===== src/rtl/vga_pixel_fetch.sv =====
`default_nettype none
// ============================================================================
// Module : vga_pixel_fetch
// Brief  : VGA raster timing and double-buffered framebuffer fetch feeding the palette
// Rev    : 1.0  initial release
// ============================================================================
module vga_pixel_fetch #(
   parameter  int H_ACTIVE      = 640,
   parameter  int H_FP          = 16,
   parameter  int H_SYNC        = 96,
   parameter  int H_BP          = 48,
   parameter  int V_ACTIVE      = 480,
   parameter  int V_FP          = 10,
   parameter  int V_SYNC        = 2,
   parameter  int V_BP          = 33,
   parameter  int NUMBER_COLORS = 4,
   parameter  int SCALE_SHIFT   = 1,
   parameter  int FB_ADDR_W     = 17,
   localparam int ID_W          = (NUMBER_COLORS > 2) ? $clog2(NUMBER_COLORS) : 1
) (
   input  logic                 clk,
   input  logic                 rst,
   output logic                 fb_rd_en,
   output logic [FB_ADDR_W:0]   fb_addr,
   input  logic [ID_W-1:0]      fb_data,
   input  logic                 frame_swap_req,
   output logic                 frame_swap_ack,
   output logic                 fb_sel,
   output logic [ID_W-1:0]      pixel_id,
   output logic                 VGA_HS,
   output logic                 VGA_VS,
   output logic                 VGA_BLANK_N,
   output logic                 VGA_SYNC_N
);

   localparam int H_TOTAL  = H_ACTIVE + H_FP + H_SYNC + H_BP;
   localparam int V_TOTAL  = V_ACTIVE + V_FP + V_SYNC + V_BP;
   localparam int HW       = $clog2(H_TOTAL);
   localparam int VW       = $clog2(V_TOTAL);
   localparam int FB_W     = H_ACTIVE >> SCALE_SHIFT;
   localparam int MUL_BITS = (FB_ADDR_W < 32) ? FB_ADDR_W : 32;

   localparam logic [HW-1:0] H_LAST = HW'(H_TOTAL - 1);
   localparam logic [HW-1:0] H_ACT  = HW'(H_ACTIVE);
   localparam logic [HW-1:0] H_SS   = HW'(H_ACTIVE + H_FP);
   localparam logic [HW-1:0] H_SE   = HW'(H_ACTIVE + H_FP + H_SYNC);
   localparam logic [VW-1:0] V_LAST = VW'(V_TOTAL - 1);
   localparam logic [VW-1:0] V_ACT  = VW'(V_ACTIVE);
   localparam logic [VW-1:0] V_SS   = VW'(V_ACTIVE + V_FP);
   localparam logic [VW-1:0] V_SE   = VW'(V_ACTIVE + V_FP + V_SYNC);
   localparam logic [31:0]   FB_W_C = 32'(FB_W);

   // Row offset as a sum of shifted copies, one per set bit of the line width.
   function automatic logic [FB_ADDR_W-1:0] mul_fb_w(input logic [FB_ADDR_W-1:0] y);
      logic [FB_ADDR_W-1:0] acc;
      acc = '0;
      for (int b = 0; b < MUL_BITS; b++) begin
         if (FB_W_C[b]) acc = acc + (y << b);
      end
      return acc;
   endfunction

   logic [HW-1:0]        h_cnt_q, h_cnt_d;
   logic [VW-1:0]        v_cnt_q, v_cnt_d;
   logic                 fb_sel_q, fb_sel_d;
   logic                 ack_q, ack_d;
   logic                 rd_en_q, rd_en_d;
   logic [FB_ADDR_W:0]   addr_q, addr_d;
   logic                 act1_q, hs1_q, vs1_q;
   logic                 act2_q, hs2_q, vs2_q;
   logic [ID_W-1:0]      pix_q, pix_d;
   logic                 hs3_q, vs3_q, blank3_q;

   logic                 active, hs_raw, vs_raw, swap_pt;
   logic [FB_ADDR_W-1:0] pix_addr;

   always_comb begin
      active   = (h_cnt_q < H_ACT) && (v_cnt_q < V_ACT);
      hs_raw   = !((h_cnt_q >= H_SS) && (h_cnt_q < H_SE));
      vs_raw   = !((v_cnt_q >= V_SS) && (v_cnt_q < V_SE));
      swap_pt  = (h_cnt_q == H_LAST) && (v_cnt_q == V_LAST);
      pix_addr = mul_fb_w(FB_ADDR_W'(v_cnt_q >> SCALE_SHIFT))
               + FB_ADDR_W'(h_cnt_q >> SCALE_SHIFT);

      h_cnt_d = h_cnt_q + 1'b1;
      v_cnt_d = v_cnt_q;
      if (h_cnt_q == H_LAST) begin
         h_cnt_d = '0;
         v_cnt_d = (v_cnt_q == V_LAST) ? '0 : v_cnt_q + 1'b1;
      end

      ack_d    = swap_pt && frame_swap_req;
      fb_sel_d = fb_sel_q ^ ack_d;
      rd_en_d  = active;
      addr_d   = active ? {fb_sel_q, pix_addr} : addr_q;
      // fb_data belongs to the address issued two clocks earlier, i.e. to stage 2
      pix_d    = act2_q ? fb_data : '0;
   end

   always_ff @(posedge clk or posedge rst) begin
      if (rst) begin
         h_cnt_q  <= '0;
         v_cnt_q  <= '0;
         fb_sel_q <= 1'b0;
         ack_q    <= 1'b0;
         rd_en_q  <= 1'b0;
         addr_q   <= '0;
         act1_q   <= 1'b0;
         hs1_q    <= 1'b1;
         vs1_q    <= 1'b1;
         act2_q   <= 1'b0;
         hs2_q    <= 1'b1;
         vs2_q    <= 1'b1;
         pix_q    <= '0;
         hs3_q    <= 1'b1;
         vs3_q    <= 1'b1;
         blank3_q <= 1'b0;
      end else begin
         h_cnt_q  <= h_cnt_d;
         v_cnt_q  <= v_cnt_d;
         fb_sel_q <= fb_sel_d;
         ack_q    <= ack_d;
         rd_en_q  <= rd_en_d;
         addr_q   <= addr_d;
         act1_q   <= active;
         hs1_q    <= hs_raw;
         vs1_q    <= vs_raw;
         act2_q   <= act1_q;
         hs2_q    <= hs1_q;
         vs2_q    <= vs1_q;
         pix_q    <= pix_d;
         hs3_q    <= hs2_q;
         vs3_q    <= vs2_q;
         blank3_q <= act2_q;
      end
   end

   assign fb_rd_en       = rd_en_q;
   assign fb_addr        = addr_q;
   assign frame_swap_ack = ack_q;
   assign fb_sel         = fb_sel_q;
   assign pixel_id       = pix_q;
   assign VGA_HS         = hs3_q;
   assign VGA_VS         = vs3_q;
   assign VGA_BLANK_N    = blank3_q;
   assign VGA_SYNC_N     = 1'b0;

endmodule
`default_nettype wire


===== config.mk =====
export PLATFORM = sky130hd
export DESIGN_NAME = vga_pixel_fetch
export DESIGN_NICKNAME = d
export VERILOG_FILES = /design/src/rtl/vga_pixel_fetch.sv
export SDC_FILE = /design/constraint.sdc
export NUM_CORES = 1
export LEC_CHECK = 0
export ABC_AREA = 1
export CORE_MARGIN = 3
export CORE_UTILIZATION = 40
export DETAILED_ROUTE_END_ITERATION = 10
export MAX_ROUTING_LAYER = met4
export PLACE_DENSITY = 0.61
export SYNTH_ARGS = -nofsm -noshare
export SYNTH_HDL_FRONTEND = slang
export SYNTH_SLANG_ARGS = --single-unit

===== constraint.sdc =====
create_clock -name clk -period 2.4 [get_ports clk]
set_input_delay 0.24 -clock clk [delete_from_list [all_inputs] [get_ports clk]]
set_output_delay 0.24 -clock clk [all_outputs]
set_load 0.02 [all_outputs]

==> impl_metrics.env, run 1 <==
export IMPL_cts_sinks=51
export IMPL_placementRows=30
export IMPL_crit_required_ns=2.61
export IMPL_gp_congestion=0.831
export IMPL_yosysSeqAreaShare=0.442
export IMPL_slew_headroom=0.523
export IMPL_arrival_ns=2.39
export IMPL_max_cap_violations=0
export IMPL_drc=0
export IMPL_wl_per_cell_um=11.9
export IMPL_grt_max_degree=37
export IMPL_skew_ns=0.00864
export IMPL_synth_warnings=0
export IMPL_n_fill_cell=697
export IMPL_synth_avg_cell_area_um2=8.35
export IMPL_post_cts_buffers=0
export IMPL_synthCells=348
export IMPL_ys_types=30
export IMPL_hold_worst_slack_ns=0.358
export IMPL_htree_levels=2
export IMPL_core_um2=6910
export IMPL_drt_total_wl_um=5690
export IMPL_worst_pin_slew_ns=0.715
export IMPL_fin_setup_tns_ns=0
export IMPL_hold_path_class="input port to async pin"
export IMPL_grt_overflow=0
export IMPL_fmax_mhz=458
export IMPL_drive_above_1_share=0.0992
export IMPL_path_buf_inv=2
export IMPL_netlist_area_um2=2910
export IMPL_dp_cells=471
export IMPL_firstDrtPassIters=4
export IMPL_slowest_delay_ns=0.48
export IMPL_io_pins=32
export IMPL_grt_pass1_vias=2146
export IMPL_cts_inserted_buffers=5
export IMPL_critPathMaxFanout=4
export IMPL_drt_iter0_markers=100
export IMPL_rsz0062_at_grt="false"
export IMPL_final_max_slew_viol_count=0
export IMPL_cts_hold_buffers=0
export IMPL_grt_pass1_wl_um=9880
export IMPL_final_cell_count_no_fill=479
export IMPL_dr_total_vias=2306
export IMPL_r2r_start="v_cnt_q[1]"
export IMPL_clk_pin_slew_ns=0.10
export IMPL_startpoint="v_cnt_q[1]"
export IMPL_fin_crit_ns=2.18
export IMPL_antenna_cells=0
export IMPL_vdd_drop_max_uv=193
export IMPL_nNetsFinal=410
export IMPL_antenna_found_initial=0
export IMPL_fin_area_um2=3370
export IMPL_start_kind="register"
export IMPL_die_x_um=91.2
export IMPL_place_area_um2=3270
export IMPL_cts_tree="done"
export IMPL_ys_ff_latch=51
export IMPL_cts_buffer_depth=2
export IMPL_multi_input_area_um2=1380
export IMPL_leakage_nw=1.69
export IMPL_critPathKind="register to register"
export IMPL_drt_vias_per_instance=4.81
export IMPL_die_h_um=91.2
export IMPL_seqCellArea_um2=1280
export IMPL_mappedNetlistNets=376
export IMPL_status="finished clean"
export IMPL_area_growth_pct=16.0
export IMPL_min_period_over_period=0.909
export IMPL_post_cts_resized=0
export IMPL_finalSetupViolCount=0
export IMPL_ant_nets=0
export IMPL_finalHoldViolCount=0
export IMPL_post_dp_hpwl_um=4330
export IMPL_start_util=0.421
export IMPL_grt_total_usage=0.150
export IMPL_critPathSlowestCell="fa_1"
export IMPL_portBuffers=30
export IMPL_crit_path_frequent_cell="nand2_1"
export IMPL_clock_latency_ns=0.31
export IMPL_cp_top_family="adder cells"
export IMPL_end_kind="register"
export IMPL_die_area_um2=8320
export IMPL_cellPowerDensity_nw_per_um2=423
export IMPL_cts_root_buf="clkbuf_8"
export IMPL_cp_cell_sequence="inv_1 > fa_1 > fa_1 > inv_1 > nand2_1 > nand2_1 > nand3b_1 > nand2_1 > nand2_1 > nand3_1 > nand2_1"
layout make-up:
type,count,area share
clock buffer,5,0.0204
clock inverter,3,0.00853
inverter,46,0.0512
multi-input combinational,245,0.408
sequential,51,0.381
tap,96,0.0356
timing repair buffer,33,0.0957
report_power, final:
| group | internal, W | total [W] | switching, W |
|---|---|---|---|
| Combinational | 0.0000114 | 0.0000341 | 0.0000227 |
| Sequential | 0.000861 | 0.000861 | 0.000000354 |
| Clock | 0.000217 | 0.000532 | 0.000316 |
| Total | 0.00109 | 0.00143 | 0.000339 |
worst paths after layout:
path	endpoint	slack, ns	cells after the start
max in group asynchronous	v_cnt_q[9]	1.42	3
min reg2reg	VGA_VS	0.36	0
min in group clk	VGA_VS	0.36	0
max reg2reg	fb_addr[13]	0.22	11
max	fb_addr[13]	0.22	11
min	fb_addr[17]	0.36	2
layer usage:
metal	vias up	track usage	wire length (µm)
li1	1176	-	-
met1	1075	0.206	2880
met2	46	0.223	2470
met3	9	0.0307	226
met5	-	-	0
met4	0	0.0503	113
Yosys cell counts:
| library cell | n | area share |
|---|---|---|
| fa_1 | 2 | 0.014 |
| nand4_2 | 1 | 0.0043 |
| dfrtp_1 | 45 | 0.39 |
| clkbuf_2 | 1 | 0.0017 |
| nor3_1 | 7 | 0.012 |
| inv_2 | 2 | 0.0026 |
| buf_6 | 2 | 0.0077 |
| and3_1 | 1 | 0.0022 |
| nand3_2 | 1 | 0.0034 |
| a211oi_1 | 1 | 0.0026 |
| o21ai_0 | 14 | 0.024 |
| buf_12 | 2 | 0.014 |
| a21oi_1 | 6 | 0.010 |
| o21ai_2 | 5 | 0.015 |
| buf_4 | 1 | 0.0026 |
| nand4_1 | 9 | 0.019 |
| nand3b_1 | 3 | 0.0077 |
| nand3_1 | 23 | 0.040 |
| dfstp_2 | 6 | 0.054 |
| conb_1 | 1 | 0.0013 |
| nand2_1 | 97 | 0.13 |
| nor2_2 | 2 | 0.0043 |
| inv_1 | 44 | 0.057 |
| nand2_2 | 2 | 0.0043 |
| nor2_1 | 29 | 0.037 |
| or2_2 | 4 | 0.0086 |
| ha_1 | 21 | 0.090 |
| o21ai_1 | 3 | 0.0052 |
| nor2_4 | 3 | 0.012 |
| xor2_1 | 10 | 0.030 |
state kept, by name, summed over array words and instances, names as in the netlist:
register        count
fb_addr            18
h_cnt_q            10
v_cnt_q            10
pixel_id            2
VGA_BLANK_N         1
VGA_HS              1
VGA_VS              1
act1_q              1
act2_q              1
fb_sel              1
frame_swap_ack      1
hs1_q               1
hs2_q               1
vs1_q               1
vs2_q               1
placed cells by master, fill, tap and decap left out, drive strengths merged, types with 3 or more instances in the layout:
cell type and instances:
a21oi 6, o21ai 22, nand3 24, clkdlybuf4s50 30, clkbuf 5, xor2 10, ha 21, inv 47
nand3b 3, nand2 99, nor2 34, nor3 7, dfstp 6, or2 4, buf 3, dfrtp 45
nand4 10
logic make-up after synthesis:
| kind of cell | count (synthesis) | share of synthesized area |
|---|---|---|
| fa+ha+maj | 23 | 0.104 |
| buf+inv | 52 | 0.0852 |
| other cells | 1 | 0.00129 |
| flops | 51 | 0.442 |
| compound gates | 29 | 0.0573 |
| simple gates | 182 | 0.280 |
| xor+xnor | 10 | 0.0301 |
through the flow:
step                      power (W)  utilization  setup WS (ns)
final                       0.00143        0.488          0.218
after global routing        0.00149        0.488       0.000841
after CTS                   0.00144        0.488          0.202
after detailed placement   0.000913        0.474          0.228
after global placement     0.000913        0.474          0.294
after floorplan            0.000896            -          0.394
Power figures use the tool's default switching activity.
==> run 2: changes to the inputs <==
- GPL_ROUTABILITY_DRIVEN: default -> 0
==> results of run 2 <==
No change in the layout: final DEF, timing and power equal those of run 1.
==> run 3: changes to the inputs <==
- ABC_AREA: 1 -> default
- CORE_UTILIZATION: 40 -> 23
- PLACE_DENSITY: 0.61 -> 0.41
==> run 3 against run 2 <==
  * Power increased by 16%
  * Highest routed layer unchanged
  * Sequential power about the same
  * Worst hold slack got worse by 0.049 ns
  * First-iteration DRC count increased by 45%
  * Critical path depth decreased by 4
  * Maximum frequency decreased by 5.9%
  * Core utilization decreased by 19 points
  * Non-clock buffer count increased by 11
  * Routed wire length decreased by 2.3%
  * Clock skew decreased by 0.0024 ns
  * Clock-buffer cell count unchanged
==> impl_metrics.env, run 3 <==
export IMPL_grt_overflow=0
export IMPL_async_flop_share=1.00
export IMPL_clk_pin_slew_ns=0.07
export IMPL_largest_reg_flops=18
export IMPL_grt_total_usage=0.0968
export IMPL_drc=0
export IMPL_vdd_drop_max_uv=243
export IMPL_fmax_mhz=431
export IMPL_clock_latency_ns=0.29
export IMPL_ant_nets=0
export IMPL_dr_total_vias=1881
export IMPL_synth_most_common_cell="dfrtp_1"
export IMPL_n_fill_cell=1141
export IMPL_cts_inserted_buffers=5
export IMPL_synth_edf_count=0
export IMPL_arrival_ns=2.55
export IMPL_post_cts_buffers=0
export IMPL_rsz0062_at_grt="false"
export IMPL_grt_pass1_vias=1989
export IMPL_synthCells=256
export IMPL_status="finished clean"
export IMPL_hold_path_class="input port to async pin"
export IMPL_htree_levels=2
export IMPL_cts_tree="done"
export IMPL_portBuffers=30
export IMPL_io_pins=32
export IMPL_die_x_um=113
export IMPL_yosysSeqAreaShare=0.492
export IMPL_core_um2=11000
export IMPL_netlist_top_cells_area="dfrtp_1 43%, ha_1 10%, dfstp_2 6.0%"
export IMPL_finalSetupViolCount=0
export IMPL_netlist_area_um2=2610
export IMPL_layout_common_cells="45 x dfrtp_1, 38 x nand2_1, 30 x clkdlybuf4s50_1, 21 x ha_1, 17 x nor2_1"
export IMPL_placementRows=38
export IMPL_cts_sinks=51
export IMPL_fin_area_um2=3320
export IMPL_cts_buffer_depth=2
export IMPL_start_kind="register"
export IMPL_ys_ff_latch=51
export IMPL_cts_root_buf="clkbuf_16"
export IMPL_start_util=0.238
export IMPL_leakage_nw=1.56
export IMPL_cellPowerDensity_nw_per_um2=497
export IMPL_worst_pin_slew_ns=0.547
export IMPL_critPathKind="register to register"
export IMPL_antenna_found_initial=0
export IMPL_min_period_over_period=0.966
export IMPL_synth_warnings=0
export IMPL_power_total_w=0.00165
export IMPL_die_h_um=113
export IMPL_final_max_slew_viol_count=0
export IMPL_synth_ff_type="dfrtp_1"
export IMPL_grt_max_degree=27
export IMPL_seqCellArea_um2=1280
export IMPL_synth_area_leader_cell="dfrtp_1"
export IMPL_die_area_um2=12700
export IMPL_ys_types=46
export IMPL_drive_above_1_share=0.143
export IMPL_mappedNetlistNets=284
export IMPL_fin_crit_ns=2.32
export IMPL_wl_per_cell_um=12.6
export IMPL_critPathMaxFanout=3
export IMPL_synth_common_cells="45 x dfrtp_1, 38 x nand2_1, 21 x ha_1, 17 x nor2_1, 16 x o21ai_0"
export IMPL_antenna_cells=0
export IMPL_multi_input_area_um2=1240
export IMPL_crit_required_ns=2.63
export IMPL_end_kind="register"
export IMPL_area_growth_pct=27.2
export IMPL_post_dp_hpwl_um=4160
export IMPL_slew_headroom=0.635
export IMPL_max_cap_violations=0
export IMPL_mostFrequentLayoutCell="dfrtp_1"
export IMPL_firstDrtPassIters=4
export IMPL_synth_top_area_share=0.431
export IMPL_drt_vias_per_instance=4.28
export IMPL_skew_ns=0.00624
export IMPL_drt_total_wl_um=5560
export IMPL_synth_avg_cell_area_um2=10.2
export IMPL_cts_hold_buffers=0
export IMPL_drt_iter0_markers=145
export IMPL_finalHoldViolCount=0
export IMPL_grt_pass1_wl_um=9800
export IMPL_place_area_um2=3150
export IMPL_nNetsFinal=327
run 3: kinds of logic (layout without fill, tap and decap cells):
| group | count (synthesis) | in the layout | synth area share |
|---|---|---|---|
| AO/OA/AOI/OAI | 39 | 39 | 0.0925 |
| multiplexers | 1 | 1 | 0.00383 |
| adder cells (fa/ha/maj) | 23 | 23 | 0.116 |
| other | 1 | 1 | 0.00144 |
| buffers and inverters | 24 | 68 | 0.0398 |
| AND/OR/NAND/NOR | 100 | 100 | 0.198 |
| flip-flops | 51 | 51 | 0.492 |
| XOR/XNOR | 17 | 17 | 0.0570 |
run 3: cell type report:
| type | instances | share of cell area |
|---|---|---|
| timing repair buffer | 44 | 0.122 |
| clock inverter | 3 | 0.00829 |
| inverter | 16 | 0.0181 |
| tap | 140 | 0.0527 |
| sequential | 51 | 0.386 |
| multi-input combinational | 181 | 0.375 |
| clock buffer | 5 | 0.0377 |
run 3: repair_timing:
item | CTS | global route
pin swaps | 0 | 2
resized for setup | 1 | 4
setup endpoints to repair | 1 | 3
run 3: power breakdown:
group,internal [W],total [W],switching [W]
logic,0.0000152,0.0000414,0.0000262
registers,0.000862,0.000864,0.00000172
clock network,0.000398,0.000746,0.000347
total,0.00128,0.00165,0.000375
run 3: critical path, stage by stage (launching register included):
cell and delay (ns):
dfrtp_1 0.35, inv_1 0.08, fa_1 0.52, fa_1 0.47
nand2b_4 0.17, a211o_1 0.29, a211o_1 0.30, nand3_1 0.08
run 3: per-layer routing:
metal	routed length, µm	global-route usage
met5	0	-
met4	118	0.0361
met3	166	0.0119
met2	2450	0.144
met1	2820	0.135
run 3: worst paths after layout:
path	startpoint	endpoint	slack, ns	cells past startpoint
worst max-delay path	v_cnt_q[3]	fb_addr[13]	0.08	7
worst min-delay path	rst	fb_addr[17]	0.31	2
worst max register to register	v_cnt_q[3]	fb_addr[13]	0.08	7
worst min register to register	hs1_q	hs2_q	0.36	0
max in group asynchronous	rst	vs1_q	1.44	3
min in group clk	hs1_q	hs2_q	0.36	0
run 3: metrics by stage:
stage	cells	setup WS (ns)	setup TNS, ns	util	hold WS [ns]
global placement	432	0.0394	0	0.287	0.345
floorplan	256	0.0827	0	-	0.345
global route	440	0.00242	0	0.302	0.362
detailed placement	432	-0.00226	-0.00226	0.287	0.347
finish	440	0.0812	0	0.302	0.309
CTS	440	0.0548	0	0.301	0.322
